<file path="config.mk">
export PLATFORM = sky130hd
export DESIGN_NAME = y_axis_pack_writer
export DESIGN_NICKNAME = d
export VERILOG_FILES = /design/src/rtl/ypack_pkg.sv /design/src/rtl/ypack_tile_packer.sv /design/src/rtl/y_axis_pack_writer.sv
export SDC_FILE = /design/constraint.sdc
export NUM_CORES = 1
export LEC_CHECK = 0
export BUFFER_PORTS_ARGS = -buffer_cell sky130_fd_sc_hd__buf_2
export CELL_PAD_IN_SITES_DETAIL_PLACEMENT = 0
export CELL_PAD_IN_SITES_GLOBAL_PLACEMENT = 1
export CORE_MARGIN = 10
export CORE_UTILIZATION = 29
export DETAILED_ROUTE_END_ITERATION = 7
export MAX_ROUTING_LAYER = met4
export PLACE_DENSITY = 0.55
export SETUP_SLACK_MARGIN = 0.15
export SYNTH_ARGS = -nofsm -noshare
export SYNTH_HDL_FRONTEND = slang
export SYNTH_SLANG_ARGS = --single-unit
</file>
<file path="constraint.sdc">
create_clock -name clk -period 3.1 [get_ports clk]
set_input_delay 0.31 -clock clk [delete_from_list [all_inputs] [get_ports clk]]
set_output_delay 0.31 -clock clk [all_outputs]
set_load 0.02 [all_outputs]
</file>
<file path="src/rtl/ypack_pkg.sv">
// -----------------------------------------------------------------------------
// ypack_pkg
// Shared definitions for the y_axis pack writer:
//   - derived-constant functions (tiles per word, tiles per token, words per token)
//   - FSM state enum
//   - tile slot offset helper (bit position of tile slot k inside a word)
// -----------------------------------------------------------------------------
package ypack_pkg;

    typedef enum logic [1:0] {
        IDLE   = 2'd0,
        RUN    = 2'd1,
        FINISH = 2'd2
    } state_t;

    // Tiles per memory word.
    function automatic int calc_tpw(int data_w, int tile_size, int data_width);
        return data_w / (tile_size * data_width);
    endfunction

    // Tiles per token.
    function automatic int calc_tpt(int d, int tile_size);
        return d / tile_size;
    endfunction

    // Words per token.
    function automatic int calc_wpt(int tpt, int tpw);
        return tpt / tpw;
    endfunction

    // LSB of tile slot k in a packed word; slot 0 holds the first tile received.
    function automatic int tile_slot_lsb(int k, int tile_w);
        return k * tile_w;
    endfunction

endpackage

</file>
<file path="src/rtl/ypack_tile_packer.sv">
// -----------------------------------------------------------------------------
// ypack_tile_packer
// Collects TPW consecutive tiles into one DATA_W-bit word and presents it on a
// valid/ready pair. The TPW-th tile fire copies the pack buffer plus the
// incoming tile into the word register; word_valid rises the next cycle.
//
// Ports:
//   clk, rst_n   clock, asynchronous active-low reset
//   tile_fire    a tile is accepted this cycle
//   tile_data    accepted tile, lane i at [i*DATA_WIDTH +: DATA_WIDTH]
//   word_ready   downstream accepts word_data this cycle
//   word_valid   word_data holds an unaccepted word
//   word_data    packed word, tile slot k at [k*TILE_W +: TILE_W]
// -----------------------------------------------------------------------------
module ypack_tile_packer
    import ypack_pkg::*;
#(
    parameter int TILE_SIZE  = 4,
    parameter int DATA_WIDTH = 16,
    parameter int DATA_W     = 256
) (
    input  logic                            clk,
    input  logic                            rst_n,
    input  logic                            tile_fire,
    input  logic [TILE_SIZE*DATA_WIDTH-1:0] tile_data,
    input  logic                            word_ready,
    output logic                            word_valid,
    output logic [DATA_W-1:0]               word_data
);

    localparam int TILE_W   = TILE_SIZE * DATA_WIDTH;
    localparam int TPW      = calc_tpw(DATA_W, TILE_SIZE, DATA_WIDTH);
    localparam int SLOT_W   = (TPW > 1) ? $clog2(TPW) : 1;
    localparam int LAST_LSB = tile_slot_lsb(TPW - 1, TILE_W);

    logic [SLOT_W-1:0] slot_q;
    logic [DATA_W-1:0] pack_q;
    logic [DATA_W-1:0] word_q;
    logic [DATA_W-1:0] full_word;
    logic              valid_q;
    logic              last_slot;

    assign last_slot = (slot_q == SLOT_W'(TPW - 1));

    // The last tile goes straight into the word, never through the pack buffer.
    always_comb begin
        // NOTE: assign a default first so no path leaves a bit unassigned (no latch).
        full_word                      = pack_q;
        full_word[LAST_LSB +: TILE_W]  = tile_data;
    end

    // NOTE: the data registers are ordinary flops (not a RAM), so they take the
    // async reset too; this guarantees no residue from an interrupted run.
    always_ff @(posedge clk or negedge rst_n) begin
        if (!rst_n) begin
            slot_q  <= '0;
            pack_q  <= '0;
            word_q  <= '0;
            valid_q <= 1'b0;
        end else begin
            // NOTE: sequential state uses non-blocking assignments only.
            if (tile_fire) begin
                if (last_slot) begin
                    word_q <= full_word;
                    slot_q <= '0;
                end else begin
                    pack_q[tile_slot_lsb(int'(slot_q), TILE_W) +: TILE_W] <= tile_data;
                    slot_q <= slot_q + SLOT_W'(1);
                end
            end
            // A new word can load in the same cycle the previous one is accepted.
            if (tile_fire && last_slot) begin
                valid_q <= 1'b1;
            end else if (word_ready) begin
                valid_q <= 1'b0;
            end
        end
    end

    assign word_valid = valid_q;
    assign word_data  = word_q;

endmodule

</file>
<file path="src/rtl/y_axis_pack_writer.sv">
// -----------------------------------------------------------------------------
// y_axis_pack_writer
// Sink for the gate-output stream y_t. Packs TILE_SIZE-lane tiles into
// DATA_W-bit words, writes them to the output SRAM bank through a valid/ready
// write port at consecutive addresses (wrapping), and reports per-token and
// per-run completion.
//
// Ports:
//   clk, rst_n                  clock, asynchronous active-low reset
//   start, num_tokens,          run start (sampled in IDLE); token count and
//   base_addr                   first write address latched on start
//   y_axis_TVALID/TREADY/TDATA  tile stream, lane i at [i*DATA_WIDTH +: DATA_WIDTH]
//   mem_wr_en/ready/addr/data   memory write port (valid/ready)
//   busy                        high outside IDLE
//   token_done                  one-cycle pulse after each token's last write
//   done                        one-cycle pulse at run end (FINISH state)
//   checksum                    XOR of all written words (YPACK_CHECKSUM_EN only)
//
// Optional feature: define YPACK_CHECKSUM_EN to add the checksum port.
// -----------------------------------------------------------------------------
module y_axis_pack_writer
    import ypack_pkg::*;
#(
    parameter int TILE_SIZE  = 4,
    parameter int DATA_WIDTH = 16,
    parameter int DATA_W     = 256,
    parameter int D          = 256,
    parameter int OUT_ADDR_W = 10,
    parameter int TOK_W      = 16
) (
    input  logic                            clk,
    input  logic                            rst_n,
    input  logic                            start,
    input  logic [TOK_W-1:0]                num_tokens,
    input  logic [OUT_ADDR_W-1:0]           base_addr,
    input  logic                            y_axis_TVALID,
    output logic                            y_axis_TREADY,
    input  logic [TILE_SIZE*DATA_WIDTH-1:0] y_axis_TDATA,
    output logic                            mem_wr_en,
    input  logic                            mem_wr_ready,
    output logic [OUT_ADDR_W-1:0]           mem_wr_addr,
    output logic [DATA_W-1:0]               mem_wr_data,
    output logic                            busy,
    output logic                            token_done,
    output logic                            done
`ifdef YPACK_CHECKSUM_EN
    ,
    output logic [DATA_W-1:0]               checksum
`endif
);

    localparam int TPW        = calc_tpw(DATA_W, TILE_SIZE, DATA_WIDTH);
    localparam int TPT        = calc_tpt(D, TILE_SIZE);
    localparam int WPT        = calc_wpt(TPT, TPW);
    localparam int WC_W       = (WPT > 1) ? $clog2(WPT) : 1;
    localparam int TILE_CNT_W = TOK_W + $clog2(TPT + 1);

    state_t                  state_q, state_d;
    logic [TOK_W-1:0]        tokens_q;
    logic [TOK_W-1:0]        tok_cnt_q;
    logic [WC_W-1:0]         word_cnt_q;
    logic [OUT_ADDR_W-1:0]   addr_q;
    logic [TILE_CNT_W-1:0]   tiles_rem_q;
    logic                    token_done_q;

    logic tile_fire;
    logic wr_fire;
    logic word_last;
    logic run_last_write;
    logic start_run;

    assign start_run      = (state_q == IDLE) && start;
    assign wr_fire        = mem_wr_en && mem_wr_ready;
    assign word_last      = (word_cnt_q == WC_W'(WPT - 1));
    assign run_last_write = wr_fire && word_last && (tok_cnt_q == tokens_q - TOK_W'(1));

    // Ready never depends on TVALID; held low while a word is stalled so the
    // word register cannot be overwritten.
    assign y_axis_TREADY = (state_q == RUN) && !(mem_wr_en && !mem_wr_ready)
                           && (tiles_rem_q != '0);
    assign tile_fire     = y_axis_TVALID && y_axis_TREADY;

    ypack_tile_packer #(
        .TILE_SIZE  (TILE_SIZE),
        .DATA_WIDTH (DATA_WIDTH),
        .DATA_W     (DATA_W)
    ) u_packer (
        .clk        (clk),
        .rst_n      (rst_n),
        .tile_fire  (tile_fire),
        .tile_data  (y_axis_TDATA),
        .word_ready (mem_wr_ready),
        .word_valid (mem_wr_en),
        .word_data  (mem_wr_data)
    );

    always_ff @(posedge clk or negedge rst_n) begin
        if (!rst_n) begin
            state_q <= IDLE;
        end else begin
            state_q <= state_d;
        end
    end

    always_comb begin
        state_d = state_q;
        unique case (state_q)
            IDLE:    if (start) state_d = (num_tokens == '0) ? FINISH : RUN;
            RUN:     if (run_last_write) state_d = FINISH;
            FINISH:  state_d = IDLE;
            default: state_d = IDLE;
        endcase
    end

    always_ff @(posedge clk or negedge rst_n) begin
        if (!rst_n) begin
            tokens_q     <= '0;
            tok_cnt_q    <= '0;
            word_cnt_q   <= '0;
            addr_q       <= '0;
            tiles_rem_q  <= '0;
            token_done_q <= 1'b0;
        end else begin
            token_done_q <= wr_fire && word_last;
            if (start_run) begin
                tokens_q    <= num_tokens;
                addr_q      <= base_addr;
                tiles_rem_q <= TILE_CNT_W'(num_tokens) * TILE_CNT_W'(TPT);
                tok_cnt_q   <= '0;
                word_cnt_q  <= '0;
            end else begin
                if (tile_fire) begin
                    tiles_rem_q <= tiles_rem_q - TILE_CNT_W'(1);
                end
                if (wr_fire) begin
                    addr_q <= addr_q + OUT_ADDR_W'(1);
                    if (word_last) begin
                        word_cnt_q <= '0;
                        tok_cnt_q  <= tok_cnt_q + TOK_W'(1);
                    end else begin
                        word_cnt_q <= word_cnt_q + WC_W'(1);
                    end
                end
            end
        end
    end

`ifdef YPACK_CHECKSUM_EN
    logic [DATA_W-1:0] checksum_q;

    always_ff @(posedge clk or negedge rst_n) begin
        if (!rst_n) begin
            checksum_q <= '0;
        end else if (start_run) begin
            checksum_q <= '0;
        end else if (wr_fire) begin
            checksum_q <= checksum_q ^ mem_wr_data;
        end
    end

    assign checksum = checksum_q;
`endif

    assign mem_wr_addr = addr_q;
    assign busy        = (state_q != IDLE);
    assign token_done  = token_done_q;
    assign done        = (state_q == FINISH);

endmodule

</file>
==> summary.txt <==
Floorplan
  • Placement Rows: 99
  • Top Ports: 366
  • Die area: 85190 um^2
  • Chip Height: 291.9 um
  • Die width: 291.9 um
  • Core area: 73080 um^2
  • Initial Utilization: 29.33%

GRT
  • Largest net degree at the start of global routing: 97
  • Gr ovfl total: 0
  • Initial antenna violation count: 1
  • GRT Overall Usage: 14.64%
  • Vias in the first global route: 15560
  • First-pass GRT wire length: 96120 um

Final layout
  • Layout area overhead: 27.15%
  • Reg area: 13090 um^2
  • Final-layout fill cell count: 7262
  • Fraction of layout cells with a size suffix above 1: 23.56%
  • Fin nets: 2390
  • Area occupied by multi-input gates: 7538 um^2

Clock tree
  • Root Buffer: clkbuf_16
  • Htree depth: 2
  • Reg clk slew, reported paths: 60 ps
  • CTS buffer count: 59
  • Clock Sinks: 523
  • CTS tree: yes
  • Clk buf depth: 3
  • Clk_lat worst skew: 620 ps

Setup path
  • Setup crit end kind: output pin
  • WP data arrival: 2550 ps
  • CP max FO: 4
  • Reg2reg path depth: 9
  • WS Path Type: flop to output pin
  • Slowest-stage cell, CP: or4b_1
  • Worst flop-to-flop path startpoint: tiles_rem_q[0]$_DFFE_PN0P_
  • WP data required: 2790 ps
  • R2R Setup Slk: 340 ps
  • Reg2reg end: u_packer.word_data[25]$_DFFE_PN0P_
  • Worst path cell trace: inv_1 > ha_1 > or4b_1 > nor4_4 > nand2_1 > and3_1 > buf_2
  • Delay of the slowest critical-path stage: 490 ps
  • Startpoint types: flop

Job
  • Max_cap viols: 0

Yosys
  • Synth Flop Type: dfrtp_1
  • Synthesized area: 21440 um^2
  • Cells after Synth: 1833
  • Portion of netlist area occupied by mux cells: 13.49%
  • Sequential-to-total area share from yosys stat: 61.05%
  • Synth Area in Simple Gates: 12.39%
  • Post-Synth Adder-Cell Area: 0.6420%
  • Yosys Warn Count: 0
  • XOR/XNOR Fraction of Synth Area: 1.961%
  • Synthesized net count: 1939
  • Post-synth cell types: 58
  • Compound-Gate Fraction of Synth Area: 6.496%
  • Largest family of logic cells by synthesized area: multiplexers
  • Average size of a mapped cell: 11.69 um^2
  • Post-synth EDFFs: 0
  • FFs w/ async S/R, synth: 100.0%
  • Synthesis-stage register bit count: 523

STA
  • Sum Neg Setup Slack: 0 ps
  • Part of the cycle the worst path needs: 92.18%
  • Tmin final: 2858 ps
  • Worst Tran Pin Value: 1088 ps
  • Fmax: 349.9 MHz
  • Min Hold Slack: 35.51 ps
  • Worst slew margin: 27.27%
  • Final Hold Viols: 0
  • Slew Limit Fails: 0
  • RSZ-0062 raised after global routing: true
  • Setup Viol. Count Final: 0
  • Final clock skew: 25.17 ps

Worst hold path
  • Hold EP: u_packer.word_valid$_DFFE_PN0P_
  • Hold Startpoint: mem_wr_ready
  • Hold path depth: 3
  • Min-delay worst type: input pin to flop

Detailed routing
  • DR iter-0 viols: 624
  • DRT Pass-1 Iters: 7
  • Drt total wl: 61670 um
  • WL/cell: 18.71 um
  • Via count: 14781
  • Routed vias/inst: 4.485
  • Routed Antenna Nets: 0
  • DR DRC count: 0

Power and ir drop
  • Design Power: 25500 uW
  • P_leak: 0.01340 uW
  • Pwr dens: 935.6 nW/um^2
  • VDD IR max: 0.0004610 V

Placed design
  • Port bufs: 365
  • Final HPWL DP: 41580 um
  • Gpl congestion: 0.7484

Status
  • Status: completed
per-layer routing:
metal  up-vias  share of wire, %  global-route usage [%]
met2       291                46                   22.37
met1      7288                48                   19.66
met4         0               1.8                   3.395
met3        70               5.0                   3.202
met5         -                 0                       -
li1       7132                 -                       -
how the worst max path moves through the flow:
stage | from | end | slack, ps | depth (start not counted)
floorplan | tiles_rem_q[0]$_DFFE_PN0P_ | u_packer.word_data[136]$_DFFE_PN0P_ | 800 | 9
global placement | tiles_rem_q[0]$_DFFE_PN0P_ | u_packer.word_data[179]$_DFFE_PN0P_ | 270 | 9
detailed placement | tiles_rem_q[0]$_DFFE_PN0P_ | u_packer.word_data[161]$_DFFE_PN0P_ | 240 | 9
CTS | tiles_rem_q[0]$_DFFE_PN0P_ | y_axis_TREADY | 180 | 7
global route | tiles_rem_q[0]$_DFFE_PN0P_ | y_axis_TREADY | 80 | 7
finish | tiles_rem_q[0]$_DFFE_PN0P_ | y_axis_TREADY | 240 | 7
Yosys cell counts (all sizes together), types with 2 or more instances:
| library cell | number | area (um^2) |
|---|---|---|
| dfrtp | 523 | 13090 |
| o311ai | 6 | 52.55 |
| o21ai | 221 | 1106 |
| inv | 10 | 37.54 |
| nand2 | 472 | 1779 |
| and3 | 9 | 56.30 |
| nor2 | 29 | 108.9 |
| a21boi | 2 | 26.28 |
| nand4 | 10 | 62.56 |
| and2 | 3 | 18.77 |
| nor4 | 14 | 117.6 |
| nor3b | 3 | 22.52 |
| buf | 59 | 614.3 |
| or4b | 3 | 33.78 |
| ha | 11 | 137.6 |
| o211ai | 8 | 60.06 |
| and3b | 2 | 17.52 |
| nor2b | 4 | 25.02 |
| nor3 | 12 | 60.06 |
| mux2 | 256 | 2883 |
| nand4b | 2 | 17.52 |
| a21oi | 12 | 60.06 |
| xor2 | 28 | 245.2 |
| nand3 | 26 | 130.1 |
| clkbuf | 49 | 198.9 |
| a311oi | 2 | 17.52 |
| nand2b | 4 | 25.02 |
| xnor2 | 20 | 175.2 |
| nand3b | 8 | 63.81 |
| or3 | 9 | 56.30 |
| or4 | 3 | 26.27 |
placed cells by master (no fill, tap or decap), drive strengths merged, types with 6 or more instances in the layout:
master         n
inv           12
nand3b         8
o211ai         8
dlygate4sd3   91
xor2          28
ha            11
nand3         26
and3           9
xnor2         20
nor4          14
mux2         256
o311ai         6
nand2        472
buf          406
clkinv        13
a21oi         12
nor2          29
or3            9
clkbuf        90
nor3          12
o21ai        221
dfrtp        523
nand4         10
area by class of cell:
type,count,area share (%)
sequential,523,48.02
multi-input combinational,1192,27.66
timing repair buffer,498,12.06
clock buffer,89,6.643
tap,959,4.402
clock inverter,22,1.056
inverter,10,0.1377
antenna,3,0.02754
logic make-up after synthesis:
kind of cell               after synthesis
buffers and inverters                  118
adders and majority gates               11
xor gates and xnor gates                48
and+or+nand+nor                        617
AOI/OAI and AO/OA                      259
muxes                                  257
DFF                                    523
stage by stage:
| stage | std cells | area, um^2 | utilization, % | worst slack (ps) |
|---|---|---|---|---|
| finish | 3296 | 27260 | 37.30 | 242.3 |
| global route | 3294 | 27250 | 37.29 | 76.09 |
| CTS | 3292 | 27200 | 37.22 | 181.4 |
| detailed placement | 3090 | 24190 | 33.10 | 236.0 |
| global placement | 3090 | 24190 | 33.10 | 270.5 |
| floorplan | 1833 | 21440 | - | 803.1 |
sequential cells by signal, indices dropped and copies added, names as in the netlist:
register / count
mem_wr_addr: 10
u_packer.pack_q: 192
u_packer.word_valid: 1
tok_cnt_q: 16
u_packer.word_data: 256
word_cnt_q: 4
token_done: 1
tokens_q: 16
state_q: 2
u_packer.slot_q: 2
tiles_rem_q: 23
worst max-delay path, delay by kind of cell (launching register included):
kind / cells / cell delay, ps
simple gates: 4 / 1090
flops: 1 / 410
buf+inv: 2 / 260
fa+ha+maj: 1 / 170
power by group:
group          total [uW]  switching, uW  internal (uW)  leakage (uW)
sequential          10600           1380           9230       0.00701
clock                7360           2910           4450       0.00104
combinational        7520           4800           2720       0.00535
total               25500           9090          16400        0.0134
timing repair:
item,in CTS,in global routing
resized for setup,0,5
setup endpoints to repair,0,116
hold buffers,91,0
endpoints found under the hold margin,338,0
setup buffers,0,0
No activity file was read; power rests on OpenSTA's default activity.
